[config.mk]
export PLATFORM = sky130hd
export DESIGN_NAME = pipe_addsub_n
export DESIGN_NICKNAME = d
export VERILOG_FILES = /design/src/rtl/pipe_addsub_n_pkg.sv /design/src/rtl/pipe_addsub_n_add_slice.sv /design/src/rtl/pipe_addsub_n.sv
export SDC_FILE = /design/constraint.sdc
export NUM_CORES = 1
export LEC_CHECK = 0
export ABC_AREA = 1
export CAP_MARGIN = 15
export CORE_MARGIN = 3
export CORE_UTILIZATION = 35
export CTS_CLUSTER_SIZE = 14
export DETAILED_ROUTE_END_ITERATION = 6
export PLACE_DENSITY = 0.61
export SLEW_MARGIN = 20
export SYNTH_ARGS = -nofsm -noshare
export SYNTH_HDL_FRONTEND = slang
export SYNTH_SLANG_ARGS = --single-unit
[constraint.sdc]
create_clock -name clk_i -period 2.6 [get_ports clk_i]
set_input_delay 0.78 -clock clk_i [delete_from_list [all_inputs] [get_ports clk_i]]
set_output_delay 0.78 -clock clk_i [all_outputs]
set_load 0.01 [all_outputs]
[src/rtl/pipe_addsub_n_pkg.sv]
// Shared helpers for the pipelined add/subtract unit: slice width derivation
// and the constants used when capturing operands into the first stage.
package pipe_addsub_n_pkg;

   localparam int   MIN_SLICES   = 1;
   // Subtraction is A + ~B + 1, so the first-stage carry is forced high.
   localparam logic SUB_CARRY_IN = 1'b1;

   function automatic int slice_w(input int width, input int slices);
      return (slices > 0) ? (width / slices) : width;
   endfunction

endpackage

[src/rtl/pipe_addsub_n_add_slice.sv]
// Combinational SLICE_W-bit adder slice; also reports the carry into its MSB
// so the final stage can derive signed overflow.
module pipe_addsub_n_add_slice
   import pipe_addsub_n_pkg::*;
#(
   parameter int W = 4
) (
   input  logic [W-1:0] a_i,
   input  logic [W-1:0] b_i,
   input  logic         c_i,
   output logic [W-1:0] sum_o,
   output logic         c_o,
   output logic         c_msb_o
);

   logic [W:0] w_full;

   assign w_full  = {1'b0, a_i} + {1'b0, b_i} + {{W{1'b0}}, c_i};
   assign sum_o   = w_full[W-1:0];
   assign c_o     = w_full[W];
   // Sum MSB is a^b^cin at that bit, so the carry into it falls out by XOR.
   assign c_msb_o = w_full[W-1] ^ a_i[W-1] ^ b_i[W-1];

endmodule

[src/rtl/pipe_addsub_n.sv]
// Pipelined WIDTH-bit add/subtract: one SLICE_W-bit slice of the carry chain
// per stage, valid/ready on both sides with per-stage backpressure.
module pipe_addsub_n
   import pipe_addsub_n_pkg::*;
#(
   parameter int WIDTH  = 16,
   parameter int SLICES = 4
) (
   input  logic             clk_i,
   input  logic             reset_i,
   input  logic             in_valid_i,
   output logic             in_ready_o,
   input  logic [WIDTH-1:0] a_i,
   input  logic [WIDTH-1:0] b_i,
   input  logic             c_in_i,
   input  logic             sub_i,
   output logic             out_valid_o,
   input  logic             out_ready_i,
   output logic [WIDTH-1:0] sum_o,
   output logic             c_out_o,
   output logic             ovf_o
);

   localparam int SW = slice_w(WIDTH, SLICES);

   // Handshake: a transfer happens on a rising edge where valid && ready;
   // in_ready_o depends on out_ready_i and stage state only, never on in_valid_i.

   if (SLICES < MIN_SLICES || (WIDTH % SLICES) != 0) begin : g_bad_params
      $error("pipe_addsub_n: SLICES must be >= 1 and divide WIDTH");
   end

   logic [SLICES-1:0]         r_v;
   logic [SLICES-1:0]         r_c;
   logic [WIDTH-1:0]          r_a   [SLICES];
   logic [WIDTH-1:0]          r_b   [SLICES];
   logic [WIDTH-1:0]          r_sum [SLICES];

   logic [SLICES-1:0]         w_load;
   logic [SLICES-1:0]         w_cout;
   logic [SLICES-1:0]         w_cmsb;
   logic [SLICES-1:0][SW-1:0] w_slice;
   logic [WIDTH-1:0]          w_ins [SLICES];

   for (genvar k = 0; k < SLICES; k++) begin : g_stage
      // A stage can load if it or any stage after it is empty, or the tail pops.
      assign w_load[k] = out_ready_i || !(&r_v[SLICES-1:k]);

      pipe_addsub_n_add_slice #(.W(SW)) u_slice (
         .a_i     (r_a[k][k*SW +: SW]),
         .b_i     (r_b[k][k*SW +: SW]),
         .c_i     (r_c[k]),
         .sum_o   (w_slice[k]),
         .c_o     (w_cout[k]),
         .c_msb_o (w_cmsb[k])
      );

      // r_sum[k] only ever holds bits below slice k, so OR-ing inserts the slice.
      assign w_ins[k] = r_sum[k] | (WIDTH'(w_slice[k]) << (k*SW));
   end

   if (SLICES > 1) begin : g_unused
      logic w_unused_cmsb;
      assign w_unused_cmsb = ^w_cmsb[SLICES-2:0];
   end

   always_ff @(posedge clk_i) begin
      if (reset_i) begin
         r_v <= '0;
         r_c <= '0;
         for (int k = 0; k < SLICES; k++) begin
            r_a[k]   <= '0;
            r_b[k]   <= '0;
            r_sum[k] <= '0;
         end
      end else begin
         if (w_load[0]) begin
            r_v[0] <= in_valid_i;
            if (in_valid_i) begin
               r_a[0]   <= a_i;
               r_b[0]   <= sub_i ? ~b_i : b_i;
               r_c[0]   <= sub_i ? SUB_CARRY_IN : c_in_i;
               r_sum[0] <= '0;
            end
         end
         for (int k = 1; k < SLICES; k++) begin
            if (w_load[k]) begin
               r_v[k] <= r_v[k-1];
               if (r_v[k-1]) begin
                  r_a[k]   <= r_a[k-1];
                  r_b[k]   <= r_b[k-1];
                  r_sum[k] <= w_ins[k-1];
                  r_c[k]   <= w_cout[k-1];
               end
            end
         end
      end
   end

   assign in_ready_o  = w_load[0];
   assign out_valid_o = r_v[SLICES-1];
   assign sum_o       = w_ins[SLICES-1];
   assign c_out_o     = w_cout[SLICES-1];
   assign ovf_o       = w_cmsb[SLICES-1] ^ w_cout[SLICES-1];

endmodule

==> reports/metrics.yaml, run 1 <==
synth_top_area_share_pct: 60.54
grt_pass1_wl_microns: 13220
yosysTopAreaCell: "edfxtp_1"
crit_top_cell: "fa_2"
tns_ps: -798.6
critPathTopFamily: "adder cells"
start_util_pct: 36.46
critPathLaunchType: "flop"
relSlewSlack_pct: 72.27
end_kind: "output pin"
crit_buf_inv: 2
clkTransAtPathRegs_ps: 70
hold_viol_final: 0
p_clk_share_pct: 37.0
synth_warnings: 0
ys_ff_latch: 112
synth_edf_count: 104
num-fill-cells: 1330
cts_tree: "done"
mappedNetlistNets: 522
synthDistinctLibCells: 30
crit_required_ps: 1820
syn_to_final_growth_pct: 22.27
power.total_mw: 3.976
antenna_cells: 0
drc_errors: 0
powerDensity_mw_per_mm2: 630.4
syn-mean-instance-area_sq_um: 11.12
clk_latency_ps: 340
skew_ps: 9.708
cp.arrival_ps: 2110
cts.path.max_buffers: 2
ioPinCount: 58
ys_seq_area_share_pct: 63.64
p_comb_share_pct: 9.9
vias_per_cell: 4.172
cts-root-buf: "clkbuf_16"
setup_viol_count_final: 4
worstSetupStartpoint: "r_b[0][60]"
grt_max_degree: 33
power_leakage_nw: 2.623
core_sq_mm: 0.01415
min_from: "r_c[0]"
synthesis.area_sq_mm: 0.005159
fmax_mhz: 345.5
setup_ws_ps: -294.5
row_count: 43
die_area_sq_mm: 0.01623
final_cells: 719
die_x_microns: 127.4
worst_pin_slew_ps: 415.9
cp_max_fo: 3
cap_violations: 0
synth_area_leaders: "edfxtp_1 (61%), inv_1 (7.6%), nor2_1 (7.0%), dfxtp_1 (3.1%), fa_1 (3.1%)"
status: "finished, violations left"
switchingPower_uw: 861.4
wl_per_cell_microns: 10.76
route.vias.total: 3000
hold_buffers: 0
dr.pass1.iters: 4
cts_made_buffers: 9
period_needed_ps: 2895
rsz0062_at_grt: "true"
antenna_found_initial: 0
globalRouteMet2Util_pct: 17.00
p_int_mw: 3.115
final-max-slew-violation-count: 0
portBuffers: 57
synthArstFlopShare_pct: 0
clock-sinks: 112
hold_path.class: "flop to flop"
gp_congestion: 0.7379
place_inst: 701
cpMaxStageDelayCell: "edfxtp_1"
syn_inst: 464
die_h_microns: 127.4
use_met1_pct: 12.61
overflow: 0
grt_pass1_vias: 3027
wirelength_microns: 7738
vdd_drop_max_v: 0.0003487
grt.met3_usage_pct: 1.756
swShare_pct: 21.66
violations: "setup timing"
grt_most_used_layer: "met2"
worstSetupPathType: "flop to output pin"
layout-drive-gt1-share_pct: 14.10
seq_power_share_pct: 53.1
timing.final.crit_share_pct: 111.3
r2r_start: "r_c[0]"
dpl.hpwl_microns: 5724
synthFlopType: "edfxtp_1"
worstPathCellList: "fa_2 > fa_2 > nand3_2 > nand2_1 > buf_4 > dlygate4sd2_1"
htreeDepth: 3
grtUsageTotal_pct: 9.897
drtIter0Drc: 167
cpPeakStageDelay_ps: 410
nNetsFinal: 592
ant_nets: 0
-- kinds of logic (layout without fill, tap and decap cells) --
| logic type | count (synthesis) | after routing | share of synthesized area [%] |
|---|---|---|---|
| compound gates | 17 | 17 | 1.698 |
| xor+xnor | 17 | 17 | 2.886 |
| fa+ha+maj | 20 | 20 | 6.015 |
| buf+inv | 120 | 195 | 10.50 |
| flops | 112 | 112 | 63.64 |
| simple gates | 178 | 178 | 15.26 |
-- synthesized netlist by cell type (4+ instances only) --
cell type / n
o21ai_0: 4
edfxtp_1: 104
xnor2_1: 16
nand3_1: 11
ha_1: 12
fa_1: 8
nand2_1: 42
inv_1: 104
a21oi_1: 12
dfxtp_1: 8
buf_6: 5
nor2_1: 96
nor2_2: 16
-- per-stage QoR --
step	area (sq um)	hold slack (ps)	utilization (%)	setup slack, ps
floorplan	5159	443.0	-	77.98
global placement	5946	459.9	42.02	-362.6
detailed placement	5946	465.6	42.02	-408.4
CTS	6291	475.5	44.46	-323.8
global route	6307	509.4	44.58	-363.4
finish	6307	471.5	44.58	-294.5
-- layer usage --
metal	routed length, microns	part of all wire (%)
met1	3619	47
met2	3691	48
met3	318	4.1
met4	108	1.4
met5	0	0
-- area by class of cell --
type / instances / area [sq um] / area share [%]
tap: 180 / 225.2 / 3.571
clock buffer: 9 / 225.2 / 3.571
clock inverter: 7 / 98.84 / 1.567
timing repair buffer: 70 / 691.9 / 10.97
inverter: 109 / 412.9 / 6.546
sequential: 112 / 3283 / 52.05
multi-input combinational: 232 / 1370 / 21.72
-- final timing paths --
check	depth (start not counted)	slack, ps	endpoint
max	6	-290	c_out_o
min	2	470	r_c[0]
max reg2reg	5	770	r_sum[1][2]
min reg2reg	2	470	r_c[0]
-- power by group through the flow --
stage	Sequential [mW]	Combinational, mW	Clock [mW]
finish	2.11	0.394	1.47
global route	2.12	0.444	1.56
CTS	2.11	0.396	1.49
detailed placement	2.15	0.395	0
global placement	2.15	0.388	0
floorplan	2.15	0.234	0
-- registers in the layout (all words and copies together) (netlist names) --
register  count
r_a          40
r_b          40
r_c           4
r_sum        24
r_v           4
-- cells in the final DEF, fill, tap and decap left out, types with 2 or more instances in the layout --
cell,instances
or2_2,2
dlygate4sd2_1,2
nand3_1,7
nor2_4,2
a21oi_1,11
ha_1,11
edfxtp_1,104
buf_2,3
inv_1,103
nor2_2,16
clkinv_2,2
fa_1,6
nor2_1,96
inv_2,4
buf_6,3
nand2_2,5
fa_2,2
inv_6,3
bufinv_16,2
dfxtp_1,8
xnor2_1,16
nand3_2,4
clkdlybuf4s50_1,50
clkbuf_16,9
buf_12,3
o21ai_0,4
buf_4,8
nand2_1,40
-- what timing repair did --
action | in CTS | in global routing
endpoints found under the setup margin | 6 | 6
gates cloned | 0 | 0
resized for setup | 30 | 6
buffers inserted | 1 | 2
pin swaps | 5 | 5
-- worst min-delay path: cells and delay by family (launching register included) --
family           cells  cell delay (ps)
flip-flops           1              310
AND/OR/NAND/NOR      2              120
Note: power is estimated with default switching activity, not from simulation.
==> run 2: changes to the inputs <==
--- a/config.mk
+++ b/config.mk
@@ -12,6 +12,7 @@
 export CTS_CLUSTER_SIZE = 14
 export DETAILED_ROUTE_END_ITERATION = 6
 export PLACE_DENSITY = 0.61
+export SETUP_SLACK_MARGIN = 0.05
 export SLEW_MARGIN = 20
 export SYNTH_ARGS = -nofsm -noshare
 export SYNTH_HDL_FRONTEND = slang
==> run 2 against run 1 <==
Effect of this change:
- die area did not move
- the flow still finishes with violations (setup timing)
- final cell count unchanged
- critical endpoint unchanged
- largest power group unchanged
- worst setup slack is the same
- clock skew barely moved
- maximum frequency unchanged
==> reports/metrics.yaml, run 2 (same netlist as run 1, synthesis figures left out) <==
status: "finished, violations left"
violations: "setup timing"
r2r_start: "r_c[0]"
skew_ps: 9.698
power.total_mw: 3.976
timing.final.crit_share_pct: 111.3
crit_top_cell: "fa_2"
grt_pass1_vias: 3027
antenna_cells: 0
portBuffers: 57
critPathLaunchType: "flop"
cts.path.max_buffers: 2
clock-sinks: 112
cap_violations: 0
hold_path.class: "flop to flop"
cpPeakStageDelay_ps: 410
route.vias.total: 3000
reg_top3: "r_a: 40 flops, r_b: 40 flops, r_sum: 24 flops"
period_needed_ps: 2895
worstSetupPathType: "flop to output pin"
grtUsageTotal_pct: 9.897
grt_max_degree: 33
setup_viol_count_final: 4
cp.arrival_ps: 2110
die_x_microns: 127.4
worstSetupStartpoint: "r_b[0][60]"
globalRouteMet2Util_pct: 17.00
clk_latency_ps: 340
grt_most_used_layer: "met2"
grt_pass1_wl_microns: 13220
end_kind: "output pin"
wl_per_cell_microns: 10.76
hold_viol_final: 0
power_leakage_nw: 2.621
rsz0062_at_grt: "true"
setup_ws_ps: -294.5
layout_common_cells: "edfxtp_1 (104), inv_1 (103), nor2_1 (96)"
final-max-slew-violation-count: 0
gp_congestion: 0.7379
overflow: 0
cts_made_buffers: 9
cts-root-buf: "clkbuf_16"
wirelength_microns: 7738
ant_nets: 0
syn_to_final_growth_pct: 22.27
die_h_microns: 127.4
use_met1_pct: 12.61
core_sq_mm: 0.01415
drtIter0Drc: 167
cpMaxStageDelayCell: "edfxtp_1"
tns_ps: -798.6
fmax_mhz: 345.5
start_util_pct: 36.46
min_from: "r_c[0]"
drc_errors: 0
cp_max_fo: 3
layout-drive-gt1-share_pct: 14.10
ioPinCount: 58
dp_slack_ps: -408.4
worst_pin_slew_ps: 416.0
htreeDepth: 3
vias_per_cell: 4.172
nNetsFinal: 592
final_common_cell: "edfxtp_1"
dpl.hpwl_microns: 5724
antenna_found_initial: 0
relSlewSlack_pct: 72.27
worstPathCellList: "fa_2 > fa_2 > nand3_2 > nand2_1 > buf_4 > dlygate4sd2_1"
grt.met3_usage_pct: 1.756
vdd_drop_max_v: 0.0003488
crit_required_ps: 1820
hold_buffers: 0
row_count: 43
dr.pass1.iters: 4
die_area_sq_mm: 0.01623
clkTransAtPathRegs_ps: 70
powerDensity_mw_per_mm2: 630.4
cts_tree: "done"
==> run 2: changes by cell type in the layout (fill, tap and decap cells not counted), sizes merged <==
cell	delta
buf	+1
clkbuf	-1
==> run 2: area by class of cell <==
cell class | count | area [sq um]
Timing Repair Buffer | 70 | 691.9
Multi-Input combinational cell | 232 | 1370
Sequential cell | 112 | 3283
Clock buffer | 9 | 225.2
Tap cell | 180 | 225.2
Fill cell | 1330 | 7843
Clock inverter | 7 | 98.84
Inverter | 109 | 412.9
==> run 2: worst max-delay path: cells and delay by family (launching register included) <==
family	cells	cell delay, ps
buf+inv	2	420
fa+ha+maj	2	760
simple gates	2	200
flops	1	410
==> run 2: per-stage QoR <==
step	utilization, %	hold WS [ps]	std cells	instance area, sq um
final	44.58	471.5	719	6307
after global routing	44.58	509.4	719	6307
after CTS	44.42	475.5	718	6286
after detailed placement	42.02	465.6	701	5946
after global placement	42.02	459.9	701	5946
after floorplan	-	443.0	464	5159
==> run 2: power by group <==
part	switching, mW	leakage (nW)	total [mW]	internal, mW
registers	0.0347	1.18	2.11	2.07
clock network	0.619	0.157	1.47	0.853
logic	0.208	1.28	0.394	0.186
==> run 2: repair_timing <==
item,CTS,global route
setup buffers,1,2
gates cloned,0,0
endpoints found under the setup margin,7,5
pin swaps,5,5
resized for setup,32,5
==> run 2: path summary, 6_finish.rpt <==
check	endpoint	slack, ps	cells after the start
max	c_out_o	-290	6
min	r_c[0]	470	2
max reg2reg	r_sum[1][2]	770	5
min reg2reg	r_c[0]	470	2
==> run 2: per-layer routing <==
| layer | wire length (microns) | share of wire [%] |
|---|---|---|
| met2 | 3691 | 48 |
| met4 | 108 | 1.4 |
| met5 | 0 | 0 |
| met3 | 318 | 4.1 |
| met1 | 3620 | 47 |
